## src/rtl/ascon_serial_io.sv

```systemverilog
// Serial load/unload port for masked Ascon cores: W-bit-per-share lanes in,
// share-split parallel fields out, and MSB-first serialised text/tag back out.

// One share of one field: shifts lanes in MSB-first and keeps only the top R
// lane bits on a short final beat.
module ascon_field_sr #(
  parameter int N  = 128,
  parameter int W  = 1,
  parameter int BW = 8
) (
  input  logic          clk,
  input  logic          rst,
  input  logic          capture,
  input  logic [BW-1:0] beat,
  input  logic [W-1:0]  lane,
  output logic [N-1:0]  fieldReg
);
  localparam int NFULL = N / W;
  localparam int REM   = N % W;
  localparam logic [BW-1:0] FULL_BEATS = BW'(NFULL);

  logic [N+W-1:0] ext;
  assign ext = {fieldReg, lane};

  // NOTE: sequential state uses non-blocking assignments so every register
  // samples pre-edge values regardless of block ordering.
  always_ff @(posedge clk) begin
    if (rst) begin
      fieldReg <= '0;
    end else if (capture) begin
      if (beat < FULL_BEATS) begin
        fieldReg <= ext[N-1:0];
      end else if (REM != 0 && beat == FULL_BEATS) begin
        fieldReg <= ext[N+W-REM-1 -: N];
      end
    end
  end
endmodule

module ascon_serial_io #(
  parameter int K      = 128,
  parameter int L      = 40,
  parameter int Y      = 80,
  parameter int W      = 1,
  parameter int SHARES = 3
) (
  input  logic                  clk,
  input  logic                  rst,
  input  logic                  load_valid_i,
  output logic                  load_ready_o,
  input  logic [SHARES*W-1:0]   key_i,
  input  logic [SHARES*W-1:0]   nonce_i,
  input  logic [SHARES*W-1:0]   ad_i,
  input  logic [SHARES*W-1:0]   text_i,
  output logic [SHARES*K-1:0]   key_o,
  output logic [SHARES*128-1:0] nonce_o,
  output logic [SHARES*L-1:0]   ad_o,
  output logic [SHARES*Y-1:0]   text_o,
  output logic                  start_o,
  input  logic                  core_done_i,
  input  logic [Y-1:0]          core_text_i,
  input  logic [127:0]          core_tag_i,
  output logic                  out_valid_o,
  input  logic                  out_ready_i,
  output logic [W-1:0]          text_so,
  output logic [W-1:0]          tag_so,
  output logic                  out_last_o,
  output logic                  busy_o
);
  localparam int MAXKN  = (K > 128) ? K : 128;
  localparam int MAXLY  = (L > Y) ? L : Y;
  localparam int MAXIN  = (MAXKN > MAXLY) ? MAXKN : MAXLY;
  localparam int NIN    = (MAXIN + W - 1) / W;
  localparam int MAXOUT = (Y > 128) ? Y : 128;
  localparam int NOUT   = (MAXOUT + W - 1) / W;
  localparam int BW     = $clog2(NIN + 1);
  localparam int JW     = $clog2(NOUT + 1);
  localparam logic [BW-1:0] LAST_IN  = BW'(NIN - 1);
  localparam logic [JW-1:0] LAST_OUT = JW'(NOUT - 1);

  typedef enum logic [1:0] {LOAD, START, WAIT, UNLOAD} stateT;

  stateT         state, nextState;
  logic [BW-1:0] beat;
  logic [JW-1:0] outBeat;
  logic [Y-1:0]  textSr;
  logic [127:0]  tagSr;
  logic          loadFire, outFire;

  assign loadFire = (state == LOAD) && load_valid_i;
  assign outFire  = (state == UNLOAD) && out_ready_i;

  always_ff @(posedge clk) begin
    if (rst) state <= LOAD;
    else     state <= nextState;
  end

  // NOTE: every always_comb output gets a default first so no path leaves it
  // unassigned, which would otherwise infer a latch.
  always_comb begin
    nextState    = state;
    load_ready_o = 1'b0;
    start_o      = 1'b0;
    out_valid_o  = 1'b0;
    out_last_o   = 1'b0;
    busy_o       = 1'b1;
    case (state)
      LOAD: begin
        load_ready_o = 1'b1;
        busy_o       = 1'b0;
        if (load_valid_i && beat == LAST_IN) nextState = START;
      end
      START: begin
        start_o   = 1'b1;
        nextState = WAIT;
      end
      WAIT: begin
        if (core_done_i) nextState = UNLOAD;
      end
      UNLOAD: begin
        out_valid_o = 1'b1;
        out_last_o  = (outBeat == LAST_OUT);
        if (out_ready_i && outBeat == LAST_OUT) nextState = LOAD;
      end
      default: nextState = LOAD;
    endcase
  end

  always_ff @(posedge clk) begin
    if (rst) begin
      beat <= '0;
    end else if (loadFire) begin
      beat <= (beat == LAST_IN) ? '0 : beat + 1'b1;
    end
  end

  // Left shift drains the registers MSB-first and backfills zeros past bit 0.
  always_ff @(posedge clk) begin
    if (rst) begin
      textSr  <= '0;
      tagSr   <= '0;
      outBeat <= '0;
    end else if (state == WAIT && core_done_i) begin
      textSr  <= core_text_i;
      tagSr   <= core_tag_i;
      outBeat <= '0;
    end else if (outFire) begin
      textSr  <= textSr << W;
      tagSr   <= tagSr << W;
      outBeat <= outBeat + 1'b1;
    end
  end

  assign text_so = textSr[Y-1 -: W];
  assign tag_so  = tagSr[127 -: W];

  for (genvar s = 0; s < SHARES; s++) begin : gShare
    ascon_field_sr #(.N(K), .W(W), .BW(BW)) uKey (
      .clk(clk), .rst(rst), .capture(loadFire), .beat(beat),
      .lane(key_i[s*W +: W]), .fieldReg(key_o[s*K +: K]));
    ascon_field_sr #(.N(128), .W(W), .BW(BW)) uNonce (
      .clk(clk), .rst(rst), .capture(loadFire), .beat(beat),
      .lane(nonce_i[s*W +: W]), .fieldReg(nonce_o[s*128 +: 128]));
    ascon_field_sr #(.N(L), .W(W), .BW(BW)) uAd (
      .clk(clk), .rst(rst), .capture(loadFire), .beat(beat),
      .lane(ad_i[s*W +: W]), .fieldReg(ad_o[s*L +: L]));
    ascon_field_sr #(.N(Y), .W(W), .BW(BW)) uText (
      .clk(clk), .rst(rst), .capture(loadFire), .beat(beat),
      .lane(text_i[s*W +: W]), .fieldReg(text_o[s*Y +: Y]));
  end
endmodule

```

## config.mk

```make
export PLATFORM = sky130hd
export DESIGN_NAME = ascon_serial_io
export DESIGN_NICKNAME = d
export VERILOG_FILES = /design/src/rtl/ascon_serial_io.sv
export SDC_FILE = /design/constraint.sdc
export NUM_CORES = 2
export LEC_CHECK = 0
export BUFFER_PORTS_ARGS = -buffer_cell sky130_fd_sc_hd__buf_2
export CAP_MARGIN = 20
export CORE_AREA = 2 2 525 527
export CTS_CLUSTER_DIAMETER = 150
export DETAILED_ROUTE_END_ITERATION = 6
export DIE_AREA = 0 0 527 529
export PLACE_DENSITY = 0.34
export SLEW_MARGIN = 40
export SYNTH_ARGS = -nofsm -noshare
export SYNTH_HDL_FRONTEND = slang
export SYNTH_HIERARCHICAL = 1
export SYNTH_SLANG_ARGS = --single-unit
```

## constraint.sdc

```tcl
create_clock -name clk -period 2.6 [get_ports clk]
set_input_delay 0.65 -clock clk [delete_from_list [all_inputs] [get_ports clk]]
set_output_delay 0.65 -clock clk [all_outputs]
set_load 0.01 [all_outputs]
```

======== After elaboration in Yosys (flattened, before gate mapping) ========
Index checks and enable logic that the tools add are counted.
storage, ports and cells
  output and inout bits ................... 1,135
  flip-flop bits (word level) ............. 1,354
  word-level logic and storage cells ...... 56
cells by class
  equal/unequal tests ..................... 8
  add/sub/neg operators ................... 2
  reductions and logical operators ........ 12
  order comparisons ....................... 3
  mux-type cells .......................... 14
operator list
  kind                                                                      number
  128-bit two-way mux                                                       2
  80-bit two-way mux                                                        2
  8-bit by 1-bit adder with 8-bit output (second input constant)            2
  8-bit by 7-bit == test with 1-bit output (second input constant)          2
  8-bit by 6-bit < comparator with 1-bit output (second input constant)     1
  8-bit by 7-bit < comparator with 1-bit output (second input constant)     1
  8-bit < comparator (second input constant)                                1
  8-bit two-way mux                                                         1
  2-bit case mux with 4 select lines                                        1
  2-bit two-way mux                                                         3
  2-bit AND reduction                                                       3
  1-bit logical AND                                                         5
  1-bit two-way mux                                                         5
  2-bit == test (second input constant)                                     2
  2-bit by 1-bit inequality test with 1-bit output (second input constant)  2
  3-bit AND reduction                                                       1
  2-bit by 1-bit == test with 1-bit output (second input constant)          1
  2-bit logical NOT                                                         1
  2-bit inequality test (second input constant)                             1
  2-bit nonzero test                                                        1
  2-bit OR reduction                                                        1

======== Logic depth before layout (Yosys ltp) ========
  depth in word-level cells ............... 4
  gate-level depth with buffers ........... 9

======== By module ========
Netlist, hierarchy kept.
modules (own cells, without submodules)
  module                                seq. area each (sq um)  cells each  times used  area each (sq um)
  ascon_field_sr (gShare[0].uKey ...)   2,562.5                 416         6           4,870.9
  ascon_serial_io                       4,524.3                 1,260       1           9,699.3
  ascon_field_sr (gShare[0].uText ...)  1,601.5                 262         3           3,067.9
  ascon_field_sr (gShare[0].uAd ...)    800.8                   134         3           1,571.5

======== Worst setup path before layout ========
Ideal clock, no wire load.
  path type ............................... reg2reg
  start point ............................. register state[0]
  end point ............................... register gShare[0].uKey.fieldReg[100]
  slack ................................... 149 ps
  data arrival time ....................... 2,379 ps
  path buffers ............................ 4
  cell stages (with the launch flop) ...... 10
  period minus slack after synthesis ...... 2,451 ps
  required time ........................... 2,528 ps
  cells stage by stage .................... dfxtp_1 inv_1 ha_1 and2_1 clkbuf_1 nor2b_4 buf_6 buf_8 buf_6 mux2i_1
between the ends
  word-level cells in the longest chain between the ends .. 3
RTL lines
  item                                  RTL line  text
  start: declaration                    83        stateT state, nextState;
  start signal: assignment              95        else state <= nextState;
  2-bit logical NOT                     90        assign loadFire = (state == LOAD) && load_valid_i;
  1-bit logical AND                     90
  net loadFire                          88        logic loadFire, outFire;
  2-bit AND reduction (no source line)  n/a
  end signal: assignment                32        fieldReg <= ext[N-1:0];
  end signal: assignment                34        fieldReg <= ext[N+W-REM-1 -: N];
  end: declaration                      16        output logic [N-1:0] fieldReg
The timed path passes the listed nets, and every way through them passes these cells.
A chain may end at the register's enable or synchronous reset.

======== Worst setup path in the final report ========
  start point ............................. register state[0]
  end point ............................... output out_last_o
between the ends
  word-level cells in the longest chain between the ends .. 2
RTL lines
  item               RTL line  text
  2-bit == test      107       case (state)
  1-bit two-way mux  107
  end: declaration   67        output logic out_last_o,
Every way passes these cells.

==> summary.md <==
| Metric | Value |
|---|---|
| Area overhead of the layout relative to synthesis | 31.7% |
| First-pass GRT wire length | 296 mm |
| Flip-flop and latch count after synthesis | 1354 |
| Cell count after synthesis | slightly below 5000 |
| Final Net Count | 6483 |
| Run status | completed |
| Die X | around 530 um |
| Netlist area before placement | 52800 um^2 |
| Number of distinct library cells after synthesis | 40 |
| Proportion of synthesized flip-flops having asynchronous set or reset | 0% |
| Fill cells | 29526 |
| Total number of H-tree levels | 4 |
| Fraction of final layout cells sized beyond drive strength 1 | between 20 and 30% |
| Max rail drop VDD | 0.000604 V |
| GR Util All Layers | 14.3% |
| Antenna violations before repair | 65 |
| Fraction of the cycle the final worst path needs | 95.0% |
| Power after layout | 0.0469 W |
| Final critical-path required period | about 2.5 ns |
| Vias post-DR | between 40000 and 50000 |
| Highest net fanout along the worst path | 4 |
| Kind of start point of the critical path | flop |
| Number of enable flip-flop cells after synthesis | 0 |
| Number of max-capacitance violations reported | 0 |
| Number of iterations in the first detailed-routing pass | 4 |
| Max-Slew Margin vs Limit | between 60 and 70% |
| DIE AREA | 279000 um^2 |
| Synth Flop Type | sky130_fd_sc_hd__dfxtp_1 |
| Number of sinks on the clock net | 1354 |
| Vertical die dimension | roughly 530 um |
| Cell Pwr Density | slightly below 700 nW/um^2 |
| Fmax achieved | 405 MHz |
| I/O Buffers | approximately 1400 |
| Ordered list of cells on the worst path | ha_4 -> inv_2 -> nor4_4 -> buf_4 |
| Number of nets still failing antenna checks after routing | 0 |
| Path class of the lowest-slack min-delay path | in2reg |
| IO Pins | 1360 |
| Per-cell routed wire length | 20.9 um |
| Required time at the worst-slack endpoint | 1.95 ns |
| Clk pin slew, worst setup/hold paths | ~0.060 ns |
| Critical-path top delay cell | sky130_fd_sc_hd__dfxtp_4 |
| Worst clock skew | 0.0679 ns |
| Number of vias per cell | 4.02 |
| Hold violation total from the final report | 0 |
| Layout Utilization | roughly 26% |
| Top library cells by usage in the layout, fill and taps aside | sky130_fd_sc_hd__buf_2 (1357), sky130_fd_sc_hd__dfxtp_1 (1347), sky130_fd_sc_hd__nand2b_1 (1140) |
| Most common cell after layout, fill and taps aside | sky130_fd_sc_hd__buf_2 |
| Type of the worst setup path | reg2out |
| DRC errors left | 0 |
| Static power due to leakage | 31.1 nW |
| HPWL reported at the end of detailed placement | 159 mm |
| Source-to-sink clock delay at the later pin of the worst-skew pair | around 0.86 ns |
| Largest incremental delay on the critical path | between 0.3 and 0.4 ns |
| Max clock buf depth | 4 |
| Slew at the pin with the worst max-slew slack | 0.566 ns |
| Total number of placement rows | about 190 |
| RSZ-0062 raised after global routing | yes |
| Buffer cell driving the clock tree root | sky130_fd_sc_hd__clkbuf_16 |
| Global route total overflow | 0 |
| Placeable core region | around 270000 um^2 |
| Synth warnings | 6 |
| DRC violation total after the first TritonRoute iteration | approximately 1700 |
| Critical Path End Type | output pin |
| Starting density of the core | 19.4% |
| Synthesized Nets | slightly above 5000 |
| Number of global-route vias before repair | 41237 |
| Final Max Tran Viols | 0 |
| Worst path arrival time | 1.82 ns |
| Cts bufs inserted | about 170 |
| Number of endpoints failing setup at the final stage | 0 |
| Largest net degree at the start of global routing | 94 |
| Average footprint of a synthesized cell | 10.7 um^2 |
| Sequential fraction of the synthesis area | 51.3% |
| Detailed Route WL | 209 mm |
| Final GP Congestion | 0.784 |
| Clock tree from TritonCTS | built |
what timing repair did:
| item | in CTS | in global routing |
|---|---|---|
| gates resized for setup | 16 | 6 |
| endpoints found under the setup margin | 3 | 1 |
| hold endpoints to repair | 9 | 0 |
| pin swaps | 3 | 2 |
| setup buffers | 3 | 0 |
| hold buffers | 9 | 0 |
cells by family after synthesis:
| kind of cell | share of synthesized area [%] |
|---|---|
| multiplexers | 21.3 |
| flip-flops | 51.3 |
| AND/OR/NAND/NOR | 18.9 |
| XOR/XNOR | 0.199 |
| AO/OA/AOI/OAI | 3.67 |
| adder cells (fa/ha/maj) | 0.166 |
| buffers and inverters | 4.53 |
metrics by stage:
stage          TNS (ns)  cell area (um^2)  std cells  worst slack [ns]  hold slack (ns)
2_1_floorplan         0             52800       4944             0.149            0.448
3_5_place_dp          0             63700       9655             0.325            0.462
5_1_grt         -0.0212             69600       9972           -0.0212           0.0448
6_report              0             69600       9986             0.130            0.109
3_3_place_gp          0             63700       9655             0.342            0.461
4_1_cts         -0.0202             69600       9969           -0.0202         0.000748
final timing paths:
path / start / slack (ns) / end / cells after the start
max: state[0] / 0.13 / out_last_o / 4
min: ad_i[0] / 0.11 / gShare[0].uAd/fieldReg[0] / 3
max reg2reg: state[0] / 0.48 / gShare[2].uNonce/fieldReg[67] / 8
min reg2reg: gShare[1].uAd/fieldReg[18] / 0.46 / gShare[1].uAd/fieldReg[19] / 2
layout make-up:
class,instances,area [um^2],share of cell area [%]
Inverter,6,22.5,0.0324
Sequential cell,1354,27100,39.0
Multi-Input combinational cell,3212,23500,33.7
Clock inverter,46,547,0.785
Tap cell,3589,4490,6.45
Timing Repair Buffer,1506,8830,12.7
Antenna cell,17,42.5,0.0611
Clock buffer,256,5100,7.33
cell usage after synthesis (all sizes together), types with 7 or more instances:
| library cell | instances | area [um^2] |
|---|---|---|
| nand2b | 1140 | 7130 |
| nor2 | 224 | 841 |
| mux2i | 1124 | 11300 |
| buf | 169 | 1610 |
| nor2b | 7 | 88.8 |
| a311oi | 206 | 1800 |
| o21ai | 14 | 70.1 |
| nand2 | 428 | 1610 |
| ha | 7 | 87.6 |
| nand3 | 8 | 40.0 |
| clkbuf | 203 | 762 |
| dfxtp | 1354 | 27100 |
critical path: cells and delay by family (launching register included):
family	cells	cell delay, ns
DFF	1	0.37
and+or+nand+nor	1	0.26
adders and majority gates	1	0.15
buffers and inverters	2	0.23
routing by layer:
| metal | vias to the layer above | part of all wire, % | GRT usage [%] |
|---|---|---|---|
| li1 | 19516 | - | - |
| met1 | 19062 | 39 | 15.7 |
| met2 | 1167 | 47 | 24.2 |
| met3 | 371 | 10 | 6.71 |
| met4 | 66 | 3.4 | 4.59 |
| met5 | - | 0.21 | 0 |
power breakdown:
group	total [W]	switching, W	internal (W)
sequential	0.0208	0.0000151	0.0208
combinational	0.00192	0.000957	0.000963
clock	0.0242	0.00984	0.0144
flip-flops by register name (all words and copies together), names as in the netlist:
name                    count
textSr                     80
gShare.uAd/fieldReg       120
gShare.uNonce/fieldReg    384
outBeat                     8
beat                        8
state                       2
gShare.uKey/fieldReg      384
tagSr                     128
gShare.uText/fieldReg     240
Power figures use the tool's default switching activity.
